File: src/rtl/overlay_corner_ctrl.sv
// Per-frame corner collector and overlay address-update controller.
// Validates four detected corners per frame and commits them to the overlay generator.
module overlay_corner_ctrl #(
  parameter int unsigned MISS_LIMIT = 4,
  parameter int unsigned ROWS       = 600,
  parameter int unsigned COLS       = 800
) (
  input  logic        i_clk,
  input  logic        i_rst_n,
  input  logic        i_frame_start,
  input  logic        i_corner_valid,
  input  logic [1:0]  i_corner_id,
  input  logic [19:0] i_corner_addr,
  input  logic        i_user_enable,
  output logic        o_addr_valid,
  output logic [19:0] o_ul_addr,
  output logic [19:0] o_ur_addr,
  output logic [19:0] o_dl_addr,
  output logic [19:0] o_dr_addr,
  output logic        o_enable,
  output logic        o_locked,
  output logic [3:0]  o_miss_cnt
);

  localparam int unsigned AW = 20;
  localparam int unsigned CW = 10;
  localparam int unsigned MW = 4;

  localparam logic [1:0] S_IDLE  = 2'd0;
  localparam logic [1:0] S_TRACK = 2'd1;
  localparam logic [1:0] S_LOST  = 2'd2;

  logic [1:0]    state, state_next;
  logic [AW-1:0] shadow [4];
  logic [3:0]    mask, mask_next;
  logic          corner_ok, frame_good;

  logic          addr_valid_next, enable_next, locked_next;
  logic [AW-1:0] ul_next, ur_next, dl_next, dr_next;
  logic [MW-1:0] miss_next, miss_inc;

  assign corner_ok = i_corner_valid
                   && (32'(i_corner_addr[19:10]) < ROWS)
                   && (32'(i_corner_addr[9:0])   < COLS);

  // Shadow set as it stood before this cycle; strict ordering on rows and columns.
  assign frame_good = (mask == 4'hF)
                    && (shadow[0][19:10] < shadow[2][19:10])
                    && (shadow[1][19:10] < shadow[3][19:10])
                    && (shadow[0][CW-1:0] < shadow[1][CW-1:0])
                    && (shadow[2][CW-1:0] < shadow[3][CW-1:0]);

  assign miss_inc = o_miss_cnt + MW'(1);

  // A corner arriving with the frame start lands in the freshly cleared set.
  always_comb begin
    mask_next = i_frame_start ? 4'h0 : mask;
    if (corner_ok) mask_next[i_corner_id] = 1'b1;
  end

  always_ff @(posedge i_clk) begin
    if (!i_rst_n) begin
      for (int i = 0; i < 4; i++) shadow[i] <= '0;
      mask <= '0;
    end else begin
      if (corner_ok) shadow[i_corner_id] <= i_corner_addr;
      mask <= mask_next;
    end
  end

  always_ff @(posedge i_clk) begin
    if (!i_rst_n) state <= S_IDLE;
    else          state <= state_next;
  end

  always_comb begin
    state_next      = state;
    addr_valid_next = 1'b0;
    enable_next     = o_enable;
    ul_next         = o_ul_addr;
    ur_next         = o_ur_addr;
    dl_next         = o_dl_addr;
    dr_next         = o_dr_addr;
    miss_next       = o_miss_cnt;
    if (i_frame_start) begin
      case (state)
        S_IDLE: state_next = S_LOST;
        S_LOST, S_TRACK: begin
          if (frame_good) begin
            state_next      = S_TRACK;
            addr_valid_next = 1'b1;
            enable_next     = i_user_enable;
            ul_next         = shadow[0];
            ur_next         = shadow[1];
            dl_next         = shadow[2];
            dr_next         = shadow[3];
            miss_next       = '0;
          end else if (state == S_TRACK) begin
            miss_next = miss_inc;
            // Single disable pulse on the frame that exhausts the miss budget.
            if (miss_inc == MW'(MISS_LIMIT)) begin
              state_next      = S_LOST;
              addr_valid_next = 1'b1;
              enable_next     = 1'b0;
            end
          end else if (o_miss_cnt < MW'(MISS_LIMIT)) begin
            miss_next = miss_inc;
          end
        end
        default: state_next = S_IDLE;
      endcase
    end
    locked_next = (state_next == S_TRACK);
  end

  always_ff @(posedge i_clk) begin
    if (!i_rst_n) begin
      o_addr_valid <= 1'b0;
      o_enable     <= 1'b0;
      o_locked     <= 1'b0;
      o_miss_cnt   <= '0;
      o_ul_addr    <= '0;
      o_ur_addr    <= '0;
      o_dl_addr    <= '0;
      o_dr_addr    <= '0;
    end else begin
      o_addr_valid <= addr_valid_next;
      o_enable     <= enable_next;
      o_locked     <= locked_next;
      o_miss_cnt   <= miss_next;
      o_ul_addr    <= ul_next;
      o_ur_addr    <= ur_next;
      o_dl_addr    <= dl_next;
      o_dr_addr    <= dr_next;
    end
  end

endmodule

File: config.mk
export PLATFORM = sky130hd
export DESIGN_NAME = overlay_corner_ctrl
export DESIGN_NICKNAME = d
export VERILOG_FILES = /design/src/rtl/overlay_corner_ctrl.sv
export SDC_FILE = /design/constraint.sdc
export NUM_CORES = 1
export LEC_CHECK = 0
export ABC_AREA = 1
export CAP_MARGIN = 10
export CORE_MARGIN = 8
export CORE_UTILIZATION = 48
export CTS_CLUSTER_DIAMETER = 120
export DETAILED_ROUTE_END_ITERATION = 7
export HOLD_SLACK_MARGIN = 0.06
export PLACE_DENSITY_LB_ADDON = 0.05
export RECOVER_POWER = 25
export SYNTH_ARGS = -nofsm -noshare
export SYNTH_HDL_FRONTEND = slang
export SYNTH_SLANG_ARGS = --single-unit
File: constraint.sdc
create_clock -name i_clk -period 9.5 [get_ports i_clk]
set_input_delay 1.9 -clock i_clk [delete_from_list [all_inputs] [get_ports i_clk]]
set_output_delay 1.9 -clock i_clk [all_outputs]
set_load 0.005 [all_outputs]
[Word level (Yosys, flattened, before mapping)]
Memory sizes are Yosys's and may differ from the RTL's.
Index checks and enable logic that the tools add are counted.
Storage, ports and cells
  register bits: 93
  RAM bits: 80
  word-level logic and storage cells: 69
  memories kept: 1
Operators by class
  add/subtract/negate cells: 1
  $lt $le $gt $ge: 9
  equal/unequal tests: 5
  mux-type cells: 25
  bitwise logic cells: 1
  reduce and logical (&&, ||, !) cells: 17
Memory list
  shadow: words 4, width 20, read ports 4, clocked after Yosys merged registers in 0, wr ports 4, line 34  | logic [AW-1:0] shadow [4];
Operators by type and width (number)
  10-bit < comparator: 4
  10-bit < comparator (second input constant): 2
  20-bit two-way mux: 1
  4-bit two-way mux: 5
  20-bit OR reduction: 1
  1-bit two-way mux: 12
  2-bit two-way mux: 5
  3-bit AND reduction: 3
  1-bit logical AND: 7
  4-bit by 1-bit adder with 4-bit output (second input constant): 1
  2-bit by 1-bit equality test with 1-bit output (second input constant): 2
  4-bit by 3-bit equality test with 1-bit output (second input constant): 1
  4-bit equality test (second input constant): 1
  4-bit by 3-bit < comparator with 1-bit output (second input constant): 1
  4-bit bitwise OR: 1
  2-bit one-hot mux with 2 select lines: 1
  4-bit AND reduction: 1
  2-bit nonzero test: 2
  2-bit by 3-bit < comparator with 1-bit output (second input constant): 1
  3-bit nonzero test: 1
  1-bit demux with 2-bit select: 1
  2-bit equality test (second input constant): 1
  2-bit by 1-bit >= comparator with 1-bit output (second input constant): 1
  2-bit zero test: 1
  2-bit OR reduction: 1

[Longest topological paths before layout]
Gate-level depths: netlist of run 1.
  depth in word-level cells: 9
  mapped depth: 15

[Least setup slack after synthesis of run 1]
Ideal clock, no wire load.
  kind: input to register
  start: input port i_corner_addr[14]
  end: memory shadow[3][0] (enable)
  setup time: 0.425 ns
  arrival time: 3.855 ns
  path slack: 5.220 ns
  stages on the path: 5
  buffers on the path: 0
  path through: inv_1 > o21ai_1 > a211oi_1 > o21ai_1 > o21ai_0
RTL lines
  start, declared: line 13  | input logic [19:0] i_corner_addr,
  end, declared: line 34

==> run metrics, run 1 <==
# rows 45; Pwr Density 174 nW/µm²; critical-path cell list clkdlybuf4s50_1, inv_1, o21ai_1, a211oi_1, o21ai_0, nor2_2, nand3_1, nand2_1; status finished, final reports clean; DR vias 5600; arrival time worst endpoint 5.02 ns; max cap viols 0; Synth Register Bits 173; EDFF count, synth 80; Final Util 0.607; die height 140 µm; Post-CTS Resized 0; Num CTS Buffers 17; FILL cells 1327; Crit. End Element flop; Slew @ Worst Pin 0.903 ns; required time worst endpoint 9.55 ns; Yosys cell types 29; worst skew pair latency 0.42 ns; layout overhead on the synthesized area 24.0%; min-delay worst type reg -> reg; total core area 15100 µm²; Worst setup SP type primary input; first-pass GRT wire length 28800 µm; Final Hold Fails 0; Placer Congestion 0.775; mux contribution to synthesized area 0; die area 19700 µm²; CP peak stage delay 0.92 ns; CTS Hold Bufs 0; CP top delay family simple AND/OR/NAND/NOR gates; largest net degree at the start of global routing 99; Yosys warning total 0; post-synthesis xor/xnor area fraction 0.00236; CP max-delay cell nand2_1; cell taking the most area after synthesis edfxtp_1; top-area cell type share of the netlist area 0.324; final setup vio count 0; final setup skew 0.00626 ns; post-synthesis sequential area ratio 0.575; adder-cell share of the synthesized area 0.0692; vias in the first global route 5586; f_max 201 MHz; Max clock buf depth 2; CTS H-Tree Depth 4; largest cells by area after synthesis edfxtp_1 32%, dfxtp_1 25%, inv_1 8.7%; Synth top cells by count 172 x inv_1, 98 x nor2_1, 94 x a21oi_1; count leader, synth inv_1; # nets final 983; gr usage total 0.183; DRT antenna net count 0; DR DRC count 0; Pins Over Slew Limit 0; RSZ-0062 raised after global routing false; initial antenna violation count 0; ys flop type dfxtp_1; worst hold margin 0.443 ns; DR vias/cell 5.02; CTS tree yes; Synth Area in Compound Gates 0.131; initial drt markers 377; final critical-path share of the clock period 0.524; Slew Limit Headroom 0.397; Avg WL per Cell 15.7 µm; DP HPWL 12500 µm; setup TNS 0 ns; leakage power figure 0.00403 µW; largest family of logic cells by synthesized area compound AO/OA/AOI/OAI gates; post-synthesis instance total 813; ant diodes 0; Worst-path clk slew 0.06 ns; Die W 140 µm; mapped cell area 7410 µm²; Routed WL 17500 µm; crit path kind in -> reg; ys async rst share 0; total global routing overflow 0; VDD IR-drop max 0.000124 V; 1st-pass router iterations 4; starting density of the core 0.489; syn_area_per_cell 9.11 µm²; io pins 114; Port Buf Inserts 113; layout cell share with drive strength beyond 1 0.0431; setup bufs post-CTS 0; Synth Net Count 881; WP buf/inv 2; Tmin final 4.98 ns; Sink Count 173; Max FO, Critical Path 22; Root Driver clkbuf_16; Post-Synth Simple-Gate Area 0.110; overall power 1600 µW
final timing paths:
check,startpoint,end,slack (ns),depth (start not counted)
worst max-delay path,i_corner_addr[14],shadow[1][10],4.52,8
worst min-delay path,o_dr_addr[1],o_dr_addr[1],0.44,2
worst max register to register,shadow[2][3],o_ur_addr[11],6.08,12
worst min register to register,o_dr_addr[1],o_dr_addr[1],0.44,2
registers in the layout, indices dropped and copies added (netlist names):
signal / cells
mask: 4
o_addr_valid: 1
o_dl_addr: 20
o_dr_addr: 20
o_enable: 1
o_locked: 1
o_miss_cnt: 4
o_ul_addr: 20
o_ur_addr: 20
shadow: 80
state: 2
layout make-up:
type	count	area, µm²	share of cell area
flip-flops and latches	173	4260	0.464
multi-input cells	431	2320	0.252
inverters	174	653	0.0711
well taps	188	235	0.0256
repair buffers	118	1160	0.127
clock buffers	19	433	0.0471
clock inverters	13	124	0.0135
layer usage:
metal  track usage  wire [µm]  vias to the layer above
met2         0.279       7700                      187
met5             0          0                        -
li1              -          -                     2807
met4        0.0720        257                        0
met1         0.241       8160                     2585
met3        0.0523       1390                       21
cell usage in the layout, fill, tap and decap left out, drive strengths merged:
| cell | count |
|---|---|
| nand4 | 5 |
| clkbuf | 19 |
| or2 | 1 |
| a21o | 1 |
| nand3 | 19 |
| a311oi | 1 |
| buf | 6 |
| o31ai | 1 |
| dfxtp | 93 |
| inv | 174 |
| clkinv | 8 |
| a211oi | 1 |
| edfxtp | 80 |
| ha | 41 |
| nor2 | 101 |
| bufinv | 2 |
| xor2 | 2 |
| a21boi | 1 |
| clkdlybuf4s50 | 29 |
| nand2 | 70 |
| o21ai | 88 |
| a22oi | 3 |
| dlygate4sd3 | 83 |
| clkinvlp | 3 |
| a21oi | 94 |
| nand3b | 2 |
stage by stage:
stage	std cells	cell area (µm²)	setup WS, ns
after floorplan	813	7410	5.22
after detailed placement	1084	8630	4.08
final	1116	9190	4.52
after global routing	1116	9190	4.32
after global placement	1084	8630	4.29
after CTS	1116	9190	4.56
power by group:
| group | switching (µW) | internal, µW | total (µW) |
|---|---|---|---|
| combinational | 70.7 | 40.4 | 111 |
| clock | 283 | 383 | 667 |
| sequential | 17.9 | 805 | 823 |
logic make-up after synthesis:
kind of cell	count (synthesis)
compound gates	190
xor+xnor	2
fa+ha+maj	41
buf+inv	209
flops	173
simple gates	198
worst reg2reg max path: cells and delay by family, from the launching register on:
kind	cells	cell delay, ns
buf+inv	1	0.63
fa+ha+maj	1	0.32
compound gates	3	0.74
flops	1	0.43
simple gates	7	1.16
No activity file was read; power rests on OpenSTA's default activity.
==> run 2: changes to the inputs <==
clock period = 4.4 ns   (was 9.5 ns; I/O delays follow)
==> run 2 against run 1 <==
  * Clock skew increased by 0.0017 ns
  * Sequential share of layout area rose by 0.095 points
  * Worst setup slack got worse by 3.6 ns
  * Sequential power up 120%
  * Cell count increased by 0.18%
  * Via count rose by 0.86%
  * Clock power up 96%
  * Flip-flop and latch count stayed put
  * Total power is 110% higher
  * Clock-buffer cell count stayed put
  * Worst hold slack got worse by 0.0016 ns
  * Global-route usage shrank 0.54 points
  * Largest cell class unchanged
==> run metrics, run 2 (synthesis results as in run 1) <==
status finished, final reports clean; Tmin final 3.43 ns; Pins Over Slew Limit 0; arrival time worst endpoint 3.48 ns; 1st-pass router iterations 4; RR Startpoint shadow[2][5]; worst hold margin 0.441 ns; Worst R2R Path Depth 10; number of flip-flops in the largest register 80; layout cell share with drive strength beyond 1 0.0430; Largest Register shadow; total core area 15100 µm²; Slew @ Worst Pin 0.899 ns; VDD IR-drop max 0.000299 V; Hold Path Depth 2; worst reg2reg endpoint o_ur_addr[4]; commonest non-fill, non-tap cell in the layout inv_1; layout overhead on the synthesized area 23.8%; ant diodes 0; Port Buf Inserts 113; Post-CTS Resized 0; Pint 2540 µW; critical-path cell list clkdlybuf4s50_1, inv_1, o21ai_1, a211oi_1, o21ai_0, nor2_2, nand3_1, buf_4, nand2_1; Reg power frac 0.534; Sink Count 173; Slew Limit Headroom 0.399; final critical-path share of the clock period 0.780; first-pass GRT wire length 27800 µm; FILL cells 1341; overall power 3330 µW; leakage power figure 0.00401 µW; Max FO, Critical Path 22; gr usage total 0.178; WHS Endpoint o_ur_addr[19]; min-delay worst type reg -> reg; Comb pwr share 0.071; Avg WL per Cell 15.5 µm; Worst-path clk slew 0.06 ns; Pwr Density 363 nW/µm²; vias in the first global route 5405; setup TNS 0 ns; # rows 45; net switching power 791 µW; Worst setup SP type primary input; f_max 291 MHz; max cap viols 0; DR DRC count 0; # nets final 985; CTS H-Tree Depth 4; DR vias 5648; WP buf/inv 3; Placer Congestion 0.845; initial drt markers 282; DP HPWL 13000 µm; required time worst endpoint 4.45 ns; final setup skew 0.00798 ns; CP peak stage delay 0.64 ns; DR vias/cell 5.05; sw frac 0.238; die area 19700 µm²; setup bufs post-CTS 0; starting density of the core 0.489; Max clock buf depth 2; Die W 140 µm; reg2reg setup slack 1.37 ns; most frequent cells in the layout 172 x inv_1, 98 x nor2_1, 94 x a21oi_1; io pins 114; Crit. End Element flop; CTS Hold Bufs 0; min-delay src o_ur_addr[19]; CP top delay family simple AND/OR/NAND/NOR gates; Routed WL 17300 µm; RSZ-0062 raised after global routing false; largest net degree at the start of global routing 78; Final Hold Fails 0; final setup vio count 0; CP max-delay cell nand2_1; Num CTS Buffers 17; total global routing overflow 0; DRT antenna net count 0; die height 140 µm; CTS tree yes; Clk network pwr share 0.394; worst skew pair latency 0.42 ns; Root Driver clkbuf_16; initial antenna violation count 0; crit path kind in -> reg
-- run 2: power by group through the flow --
stage                     sequential, µW  clock (µW)  combinational, µW
final                               1780        1310                237
after global routing                1780        1400                271
after CTS                           1780        1340                239
after detailed placement            1810           0                237
after global placement              1810           0                228
after floorplan                     1790           0                154
-- run 2: worst max path at each step --
stage	from	to	slack, ns	cells after the start
floorplan	i_corner_addr[14]	shadow[3][0]	1.14	5
global placement	i_corner_addr[14]	shadow[0][5]	0.76	9
detailed placement	i_corner_addr[14]	shadow[1][7]	0.57	9
CTS	i_corner_addr[14]	shadow[1][7]	0.98	9
global route	i_corner_addr[14]	shadow[0][3]	0.82	9
finish	i_corner_addr[14]	shadow[1][7]	0.97	9
-- run 2: worst reg2reg max path: cells and delay by family (launching register included) --
| kind | cells | cell delay, ns |
|---|---|---|
| DFF | 1 | 0.42 |
| AOI/OAI and AO/OA | 4 | 0.79 |
| buffers and inverters | 1 | 0.42 |
| adders and majority gates | 1 | 0.32 |
| and+or+nand+nor | 4 | 0.98 |
-- run 2: layout make-up --
type                       instances  area (µm²)  area share
sequential                       173        4260       0.465
multi-input combinational        431        2320       0.253
timing repair buffer             120        1190       0.130
inverter                         174         653      0.0712
clock buffer                      19         433      0.0472
tap                              188         235      0.0256
clock inverter                    13        77.6     0.00846
-- run 2: per-stage QoR --
stage	setup WS [ns]	cells	util	area [µm²]
floorplan	1.14	813	-	7410
global placement	0.758	1086	0.572	8660
detailed placement	0.569	1086	0.572	8660
CTS	0.982	1118	0.606	9170
global route	0.819	1118	0.606	9170
finish	0.968	1118	0.606	9170
-- run 2: routing by layer --
metal,vias up,wire [µm],GRT usage
li1,2824,-,-
met1,2675,8180,0.235
met2,135,7820,0.275
met3,14,1070,0.0483
met4,0,235,0.0617
met5,-,0,0
==> run 3: changes to the inputs <==
clock period = 3.1 ns   (was 4.4 ns; I/O delays follow)
==> run 3 against run 2 <==
  * Die area is the same
  * Via count shrank 0.37%
  * Total power grew 46%
  * Final area grew 1.2%
  * Clock power grew 52%
  * Sequential power grew 42%
==> run metrics, run 3 (synthesis results as in run 1) <==
design area 9280 µm²; max cap viols 0; Pins Over Slew Limit 0; Post-Place Setup Slack 0.233 ns; most frequent cells in the layout 172 x inv_1, 99 x nor2_1, 94 x a21oi_1; DR vias/cell 5.00; critical-path cell list clkdlybuf4s50_1, inv_1, o21ai_1, a211oi_1, o21ai_0, nor2_1, nand3_1, nand2_1, buf_4; Post-CTS Resized 0; Root Driver clkbuf_16; Avg WL per Cell 15.5 µm; RSZ-0062 raised after global routing false; DP HPWL 12700 µm; Final Hold Fails 0; Largest Register shadow; crit path kind in -> reg; overall power 4860 µW; setup TNS 0 ns; status finished, final reports clean; DRT antenna net count 0; setup bufs post-CTS 0; CP peak stage delay 0.39 ns; Port Buf Inserts 113; layout overhead on the synthesized area 25.2%; DP Area 8730 µm²; die area 19700 µm²; Num CTS Buffers 17; min-delay worst type reg -> reg; worst skew pair latency 0.42 ns; f_max 384 MHz; Worst R2R Path Depth 12; final setup vio count 0; WP buf/inv 3; # nets final 993; Max clock buf depth 2; DR DRC count 0; required time worst endpoint 3.20 ns; Routed WL 17400 µm; starting density of the core 0.489; vias in the first global route 5496; largest net degree at the start of global routing 93; final critical-path share of the clock period 0.840; total core area 15100 µm²; Die W 140 µm; Sink Count 173; initial antenna violation count 0; commonest non-fill, non-tap cell in the layout inv_1; initial drt markers 348; arrival time worst endpoint 2.70 ns; WP depth 9; io pins 114; Slew Limit Headroom 0.492; Tmin final 2.60 ns; CP top delay family buffers and inverters; Worst setup SP type primary input; # rows 45; PnR worst setup slack 0.497 ns; Worst-path clk slew 0.06 ns; CTS tree yes; Placer Congestion 0.871; CP max-delay cell clkdlybuf4s50_1; Hold Path Depth 2; die height 140 µm; number of flip-flops in the largest register 80; CTS Hold Bufs 0; ant diodes 0; VDD IR-drop max 0.000388 V; Max FO, Critical Path 20; gr usage total 0.183; first-pass GRT wire length 28500 µm; Crit. End Element flop; CTS H-Tree Depth 4; layout cell share with drive strength beyond 1 0.0490; leakage power figure 0.00408 µW; final setup skew 0.00881 ns; Slew @ Worst Pin 0.762 ns; 1st-pass router iterations 4; Pwr Density 523 nW/µm²; total global routing overflow 0; DR vias 5627
==> run 3: final timing paths <==
kind | start | slack, ns | end
setup / recovery | i_corner_addr[14] | 0.50 | shadow[0][16]
hold / removal | o_ur_addr[5] | 0.44 | o_ur_addr[5]
hold reg to reg | o_ur_addr[5] | 0.44 | o_ur_addr[5]
setup reg to reg | shadow[2][5] | 0.61 | o_dl_addr[10]
==> run 3: power by group <==
group	total [µW]	switching (µW)	internal, µW
Sequential	2520	50.9	2470
Combinational	350	219	131
Clock	1990	826	1160
==> run 3: final cells by class <==
| cell class | count | area, µm² |
|---|---|---|
| clock inverter | 7 | 63.8 |
| multi-input combinational | 431 | 2310 |
| clock buffer | 25 | 485 |
| sequential | 173 | 4260 |
| tap | 188 | 235 |
| inverter | 174 | 653 |
| fill | 1309 | 5870 |
| timing repair buffer | 128 | 1260 |
==> run 3: metrics by stage <==
step                hold slack [ns]  utilization  instances
floorplan                     0.440            -        813
global placement              0.435        0.577       1094
detailed placement            0.437        0.577       1094
CTS                           0.445        0.613       1126
global route                  0.458        0.613       1126
finish                        0.439        0.613       1126
==> run 3: worst min-delay path: stages (launching register included) <==
cell and delay [ns]:
dfxtp_1 0.30, inv_1 0.04, a21oi_1 0.05
==> run 3: per-layer routing <==
layer,GRT usage,vias up,part of all wire
met3,0.0530,21,0.065
met4,0.0663,0,0.016
li1,-,2834,-
met2,0.277,164,0.45
met5,0,-,0
met1,0.244,2608,0.47
